`src/rtl/axi_rd_arb.sv`:
```
//------------------------------------------------------------------------------
// Module  : axi_rd_arb
// Brief   : Shares one AXI read channel (AR/R) between NREQ requesters, with one
//           transaction in flight at a time. Define AXI_RD_ARB_PRIO_EN to use
//           fixed priority (lowest index wins); otherwise round-robin is used.
// Revision: 1.0 - initial release
//------------------------------------------------------------------------------
`default_nettype none

module axi_rd_arb #(
  parameter int NREQ = 3,
  parameter int AW   = 64,
  parameter int DW   = 64
) (
  input  logic              clk,
  input  logic              rst,
  input  logic [NREQ-1:0]   rq_valid,
  input  logic [NREQ*AW-1:0] rq_addr,
  input  logic [NREQ*8-1:0] rq_len,
  output logic [NREQ-1:0]   rq_ready,
  output logic [NREQ-1:0]   rs_valid,
  output logic [DW-1:0]     rs_data,
  output logic              rs_last,
  output logic              rs_err,
  output logic [7:0]        m_axi_arid,
  output logic [AW-1:0]     m_axi_araddr,
  output logic [7:0]        m_axi_arlen,
  output logic [2:0]        m_axi_arsize,
  output logic [1:0]        m_axi_arburst,
  output logic              m_axi_arvalid,
  input  logic              m_axi_arready,
  input  logic [7:0]        m_axi_rid,
  input  logic [DW-1:0]     m_axi_rdata,
  input  logic [1:0]        m_axi_rresp,
  input  logic              m_axi_rlast,
  input  logic              m_axi_rvalid,
  output logic              m_axi_rready,
  output logic              prot_err,
  output logic [31:0]       gnt_cnt
);

  localparam int IW = (NREQ > 1) ? $clog2(NREQ) : 1;

  localparam logic [1:0] S_IDLE = 2'd0;
  localparam logic [1:0] S_ADDR = 2'd1;
  localparam logic [1:0] S_DATA = 2'd2;

  logic [1:0]    state_q, state_d;
  logic [IW-1:0] id_q, id_d;
  logic [AW-1:0] addr_q, addr_d;
  logic [7:0]    len_q, len_d;
  logic [7:0]    cnt_q, cnt_d;
  logic [31:0]   gnt_cnt_q, gnt_cnt_d;
  logic          perr_q, perr_d;
  logic          win_vld;
  logic [IW-1:0] win;

`ifdef AXI_RD_ARB_PRIO_EN
  always_comb begin
    win_vld = 1'b0;
    win     = '0;
    for (int k = NREQ - 1; k >= 0; k--) begin
      if (rq_valid[k]) begin
        win_vld = 1'b1;
        win     = IW'(k);
      end
    end
  end
`else
  logic [IW-1:0] rr_q, rr_d;
  int            idx;

  // Scan from the pointer upward with wrap; the first pending requester wins.
  always_comb begin
    win_vld = 1'b0;
    win     = '0;
    idx     = 0;
    for (int k = 0; k < NREQ; k++) begin
      idx = (int'(rr_q) + k) % NREQ;
      if (!win_vld && rq_valid[idx]) begin
        win_vld = 1'b1;
        win     = IW'(idx);
      end
    end
  end

  always_comb begin
    rr_d = rr_q;
    if (state_q == S_IDLE && win_vld)
      rr_d = (int'(win) == NREQ - 1) ? '0 : win + IW'(1);
  end

  always_ff @(posedge clk) begin
    if (!rst) rr_q <= '0;
    else      rr_q <= rr_d;
  end
`endif

  always_ff @(posedge clk) begin
    if (!rst) begin
      state_q   <= S_IDLE;
      id_q      <= '0;
      addr_q    <= '0;
      len_q     <= '0;
      cnt_q     <= '0;
      gnt_cnt_q <= '0;
      perr_q    <= 1'b0;
    end else begin
      state_q   <= state_d;
      id_q      <= id_d;
      addr_q    <= addr_d;
      len_q     <= len_d;
      cnt_q     <= cnt_d;
      gnt_cnt_q <= gnt_cnt_d;
      perr_q    <= perr_d;
    end
  end

  always_comb begin
    state_d   = state_q;
    id_d      = id_q;
    addr_d    = addr_q;
    len_d     = len_q;
    cnt_d     = cnt_q;
    gnt_cnt_d = gnt_cnt_q;
    perr_d    = perr_q;
    case (state_q)
      S_IDLE: begin
        if (win_vld) begin
          state_d   = S_ADDR;
          id_d      = win;
          addr_d    = rq_addr[int'(win)*AW +: AW];
          len_d     = rq_len[int'(win)*8 +: 8];
          gnt_cnt_d = gnt_cnt_q + 32'd1;
        end
      end
      S_ADDR: begin
        if (m_axi_arready) begin
          state_d = S_DATA;
          cnt_d   = '0;
        end
      end
      S_DATA: begin
        if (m_axi_rvalid) begin
          cnt_d = cnt_q + 8'd1;
          // Compare against len before increment so len=255 never overflows.
          if ((m_axi_rid != 8'(id_q)) ||
              (m_axi_rlast && (cnt_q != len_q)) ||
              (!m_axi_rlast && (cnt_q == len_q)))
            perr_d = 1'b1;
          if (m_axi_rlast)
            state_d = S_IDLE;
        end
      end
      default: state_d = S_IDLE;
    endcase
  end

  always_comb begin
    for (int i = 0; i < NREQ; i++) begin
      rq_ready[i] = rst && (state_q == S_IDLE) && win_vld && (win == IW'(i));
      rs_valid[i] = (state_q == S_DATA) && m_axi_rvalid && (id_q == IW'(i));
    end
    rs_data       = m_axi_rdata;
    rs_last       = (state_q == S_DATA) && m_axi_rvalid && m_axi_rlast;
    rs_err        = (state_q == S_DATA) && m_axi_rvalid && (m_axi_rresp != 2'b00);
    m_axi_arid    = 8'(id_q);
    m_axi_araddr  = addr_q;
    m_axi_arlen   = len_q;
    m_axi_arsize  = 3'd3;
    m_axi_arburst = 2'b01;
    m_axi_arvalid = (state_q == S_ADDR);
    m_axi_rready  = (state_q == S_DATA);
    prot_err      = perr_q;
    gnt_cnt       = gnt_cnt_q;
  end

endmodule

`default_nettype wire

```
`config.mk`:
```
export PLATFORM = sky130hd
export DESIGN_NAME = axi_rd_arb
export DESIGN_NICKNAME = d
export VERILOG_FILES = /design/src/rtl/axi_rd_arb.sv
export SDC_FILE = /design/constraint.sdc
export NUM_CORES = 1
export LEC_CHECK = 0
export BUFFER_PORTS_ARGS = -buffer_cell sky130_fd_sc_hd__buf_4
export CAP_MARGIN = 40
export CORE_AREA = 5 5 189 191
export DETAILED_ROUTE_END_ITERATION = 10
export DIE_AREA = 0 0 194 196
export PLACE_DENSITY = 0.47
export SETUP_SLACK_MARGIN = 0.1
export SYNTH_ARGS = -nofsm -noshare
export SYNTH_HDL_FRONTEND = slang
export SYNTH_SLANG_ARGS = --single-unit
```
`constraint.sdc`:
```
create_clock -name clk -period 3.1 [get_ports clk]
set_input_delay 0.31 -clock clk [delete_from_list [all_inputs] [get_ports clk]]
set_output_delay 0.31 -clock clk [all_outputs]
set_load 0.01 [all_outputs]
```
# Word level (Yosys, flattened, before mapping)
# Index checks and enable logic that the tools add are counted.
# word_totals
register_bits	119
latchBits	0
ramBits	0
romBits	0
input_bits	298
output_inout_bits	192
elab_cells	89
mem_count	0
# classes
addsub	5
mul	0
div	3
n_lt_le_gt_ge	3
eq_ne	14
shift	2
mux	24
bitwise_logic	0
n_reduce_logical	30
# op_table
op	n
$shiftx 192x9->64	1
$lt 32x4->1 const B	3
$mod 32x3->32 const B	2
$add 32x1->32 const B	1
$mod 3x3->32 const B	1
$shiftx 24x6->8	1
$logic_and 1x1->1	16
$mux 2	8
$mux 8	2
$pmux 8 s2	1
$mux 1	9
$add 8x1->8 const B	1
$eq 2x2->1 const B	4
$eq 8x8->1	1
$ne 8x2->1	1
$ne 8x8->1	1
$bmux 1 s2	3
$eq 2x1->1 const B	3
$logic_not 2->1	3
$ne 2x2->1 const B	3
$pmux 2 s3	1
$reduce_and 3->1	2
$reduce_and 4->1	1
$reduce_bool 2->1	2
7 further kinds	10

# Depth between registers and ports, before layout
# logic_depth
word_depth	13
depth_mapped	11
mapped_depth_nobuf	8

# Worst setup path before layout
# Ideal clock, no wire load.
# synth_timing
kind	reg-to-output
from	reg rr_q[0]
to	out rq_ready[0]
arrival_ps	2169
required_time_ps	2790
slack_ps	621
stages_incl_launch_ff	10
path_buffers	2
path_cell_list	dfxtp_1 inv_1 ha_1 buf_4 mux2i_1 o21a_1 a31oi_2 o311ai_1 buf_2 nor2_1
# synth_via
elab_chain_len	13
word_cells_on_any_way	27
cone_classes	add/sub (2); div (3); mux (15); reduce/logical (7)
# synth_rtl
item	line	source
start, declared	70	logic [IW-1:0] rr_q, rr_d;
start signal, assigned	95	else rr_q <= rr_d;
branches (longest 12 deep; another with $mod 32x3->32)	--	
$logic_and 1x1->1 *	161	rq_ready[i] = rst && (state_q == S_IDLE) && win_vld && (win == IW'(i));
end, declared	20	output logic [NREQ-1:0] rq_ready,
# Every way passes the cells marked *. The select of a mux whose other input is x is not followed.

# Worst setup path in the final report
# layout_timing
from	reg rr_q[1]
to	out rq_ready[0]
# Same word-level chain as after synthesis.

==> results.py <==
metrics = {
    "layout": {
        "fin_nets": 1362,
        "layout.cells.non_filler": 1526,
        "antennaDiodeCount": 0,
        "area_growth_pct": 52.0,
        "nFillCells": 3650,
        "design_area_um2": 10200,
        "drive_above_1_share_pct": 38.6,
    },
    "sta": {
        "worst_slack_ns": 0.272,
        "setup_tns_ns": 0,
        "final.period_utilization_pct": 91.2,
        "max-slew-margin-rel_pct": 48.6,
        "skew_ns": 0.00914,
        "tightest_slew_ns": 0.771,
        "setup-violations-final": 0,
        "rsz0062_at_grt": "false",
        "finalHoldViolations": 0,
        "max_freq_ghz": 0.354,
        "period_needed_ns": 2.83,
        "finalMaxSlewViolations": 0,
    },
    "worst_setup_path": {
        "path_buf_inv": 2,
        "max_stage_delay_ns": 0.42,
        "startpoint_type": "flop",
        "critPathCaptureType": "output port",
        "path_class": "reg2out",
        "cpLargestDelayFamily": "compound AO/OA/AOI/OAI gates",
        "critPathRequiredTime_ns": 2.79,
        "cp_cell_sequence": "inv_1 > ha_2 > mux2i_2 > o22a_1 > a31oi_4 > o311ai_4 > nor2_1 > buf_4",
        "startpoint": "rr_q[1]",
        "cp_max_fo": 8,
        "critPathSlowestCell": "dfxtp_1",
        "r2r_start": "rr_q[1]",
        "cp.arrival_ns": 2.52,
    },
    "grt": {
        "busiest_layer": "met2",
        "grt_usage_pct": 13.4,
        "grt_pass1_wl_um": 39800,
        "global_route.usage.met1_pct": 15.7,
        "antenna_found_initial": 0,
        "grt_pass1_vias": 6770,
        "met2_usage_pct": 21.4,
        "grt_max_degree": 53,
        "global_route.usage.met3_pct": 5.87,
        "grt-ovfl-total": 0,
    },
    "detailed_routing": {
        "ant_nets": 0,
        "vias": 6463,
        "wirelength_um": 26300,
        "viasPerCell": 4.24,
        "drc": 0,
        "dr.pass1.iters": 5,
        "routedWlPerCell_um": 17.2,
        "drt_iter0_drc": 196,
    },
    "cts": {
        "cts_buffers": 17,
        "root_buffer": "clkbuf_16",
        "clock-sinks": 119,
        "clockBufferDepth": 2,
        "cts_tree": "done",
        "cts_max_level": 4,
        "insertion_delay_ns": 0.43,
        "path_clk_slew_ns": 0.06,
    },
    "power": {
        "power_leakage_uw": 0.00491,
        "vdd_drop_max_mv": 0.376,
        "powerDensity_nw_per_um2": 829,
    },
    "run": {
        "maxCapViolations": 0,
    },
    "logic_synthesis": {
        "synthTopCellsByArea": "dfxtp_1, mux2i_1, o221ai_1",
        "yosysSeqAreaShare_pct": 35.6,
        "syn_avg_cell_area_um2": 8.58,
        "async_flop_share_pct": 0,
        "synth_cell_types": 49,
        "synth_commonest_cells": "dfxtp_1, nand2_1, inv_1",
        "synth.most_common_cell": "dfxtp_1",
        "synth_top_area_share_pct": 35.6,
        "syn_area_um2": 6690,
        "yosys_register_bits": 119,
        "synth-edff-count": 0,
        "yosysWarnings": 0,
        "ys.flop_type": "dfxtp_1",
        "yosysTopAreaCell": "dfxtp_1",
        "syn-instance-count": 780,
    },
    "placed_design": {
        "gp_routability_congestion": 0.772,
        "placed_cell_area_um2": 9430,
        "dpl.cell_count": 1493,
        "dpl.hpwl_um": 20100,
        "port_buffers": 350,
        "pre_cts_ws_ns": 0.353,
    },
    "die": {
        "dieHeight_um": 196,
        "fp-row-count": 68,
        "die_w_um": 194,
        "core_area_um2": 33900,
        "dieArea_um2": 38000,
        "ios": 490,
        "start_util_pct": 19.7,
    },
    "outcome": {
        "status": "completed",
    },
    "worst_hold_path": {
        "hp-class": "in2reg",
        "worstHoldStart": "m_axi_rid[4]",
    },
}
==> report_power, final <==
group | internal, µW | leakage, µW | switching [µW]
logic | 1850 | 0.00361 | 1830
clock network | 1530 | 0.000318 | 779
registers | 2060 | 0.000975 | 391
total | 5440 | 0.00491 | 2990
==> cell type report <==
| class | instances | area [µm²] | area share, % |
|---|---|---|---|
| clock inverters | 11 | 221 | 2.18 |
| multi-input cells | 470 | 3370 | 33.1 |
| inverters | 83 | 312 | 3.06 |
| clock buffers | 21 | 450 | 4.43 |
| repair buffers | 367 | 2870 | 28.2 |
| flip-flops and latches | 119 | 2380 | 23.4 |
| well taps | 455 | 569 | 5.60 |
==> cells by family after synthesis <==
| group | synth area share (%) |
|---|---|
| and+or+nand+nor | 16.3 |
| buffers and inverters | 16.0 |
| adders and majority gates | 1.12 |
| AOI/OAI and AO/OA | 14.0 |
| muxes | 11.8 |
| xor gates and xnor gates | 4.97 |
| DFF | 35.6 |
| other | 0.112 |
==> routing by layer <==
metal	vias to the layer above	routed length, µm
li1	3185	-
met1	2955	10900
met2	270	12400
met3	53	2240
met4	0	748
met5	-	0
==> registers in the layout (all words and copies together) (netlist names) <==
register      cells
cnt_q             8
gnt_cnt          32
id_q              2
m_axi_araddr     64
m_axi_arlen       8
prot_err          1
rr_q              2
state_q           2
==> path summary, 6_finish.rpt <==
check	cells past startpoint	slack [ns]	to
setup / recovery	8	0.27	rq_ready[0]
hold / removal	3	0.16	prot_err
setup reg to reg	8	0.41	gnt_cnt[31]
hold reg to reg	2	0.46	m_axi_araddr[29]
==> through the flow <==
stage | power, µW | hold WS, ns | util (%)
2_1_floorplan | 4320 | 0.469 | -
3_3_place_gp | 6130 | 0.445 | 27.8
3_5_place_dp | 6130 | 0.448 | 27.8
4_1_cts | 8580 | 0.125 | 29.8
5_1_grt | 8990 | 0.148 | 30.0
6_report | 8430 | 0.159 | 30.0
==> cell usage in the layout (no fill, tap or decap), types with 2 or more instances in the layout <==
| cell type | n |
|---|---|
| nand2b_1 | 3 |
| o311ai_1 | 2 |
| nor3_1 | 14 |
| and2_1 | 21 |
| nor3b_1 | 3 |
| buf_4 | 358 |
| nor4_1 | 9 |
| nand2_1 | 98 |
| o221ai_1 | 72 |
| clkinv_4 | 3 |
| clkbuf_1 | 3 |
| xnor2_1 | 17 |
| dfxtp_1 | 119 |
| a21boi_0 | 9 |
| bufinv_16 | 6 |
| conb_1 | 11 |
| clkinvlp_4 | 2 |
| o21ai_0 | 13 |
| or3_1 | 6 |
| and3_1 | 3 |
| mux2i_1 | 77 |
| ha_1 | 4 |
| a21o_1 | 3 |
| nand3_1 | 15 |
| nor2b_1 | 6 |
| nand3b_1 | 6 |
| nand4_1 | 9 |
| nor2_1 | 16 |
| a21oi_1 | 2 |
| inv_1 | 83 |
| buf_12 | 9 |
| clkbuf_16 | 17 |
| xor2_1 | 21 |
| and4_1 | 2 |
==> worst reg2reg max path, stage by stage (launching register included) <==
cell	delay [ns]
dfxtp_1	0.42
inv_1	0.09
ha_2	0.26
mux2i_2	0.19
o22a_1	0.29
a311o_1	0.64
nor4_1	0.44
xor2_1	0.10
and2_1	0.16
==> repair_timing <==
item / in CTS / in global routing
hold buffers: 0 / 0
buffers inserted: 1 / 0
pin swaps: 1 / 0
resized for setup: 2 / 8
setup endpoints to repair: 3 / 3
(Power assumes the default switching activity.)
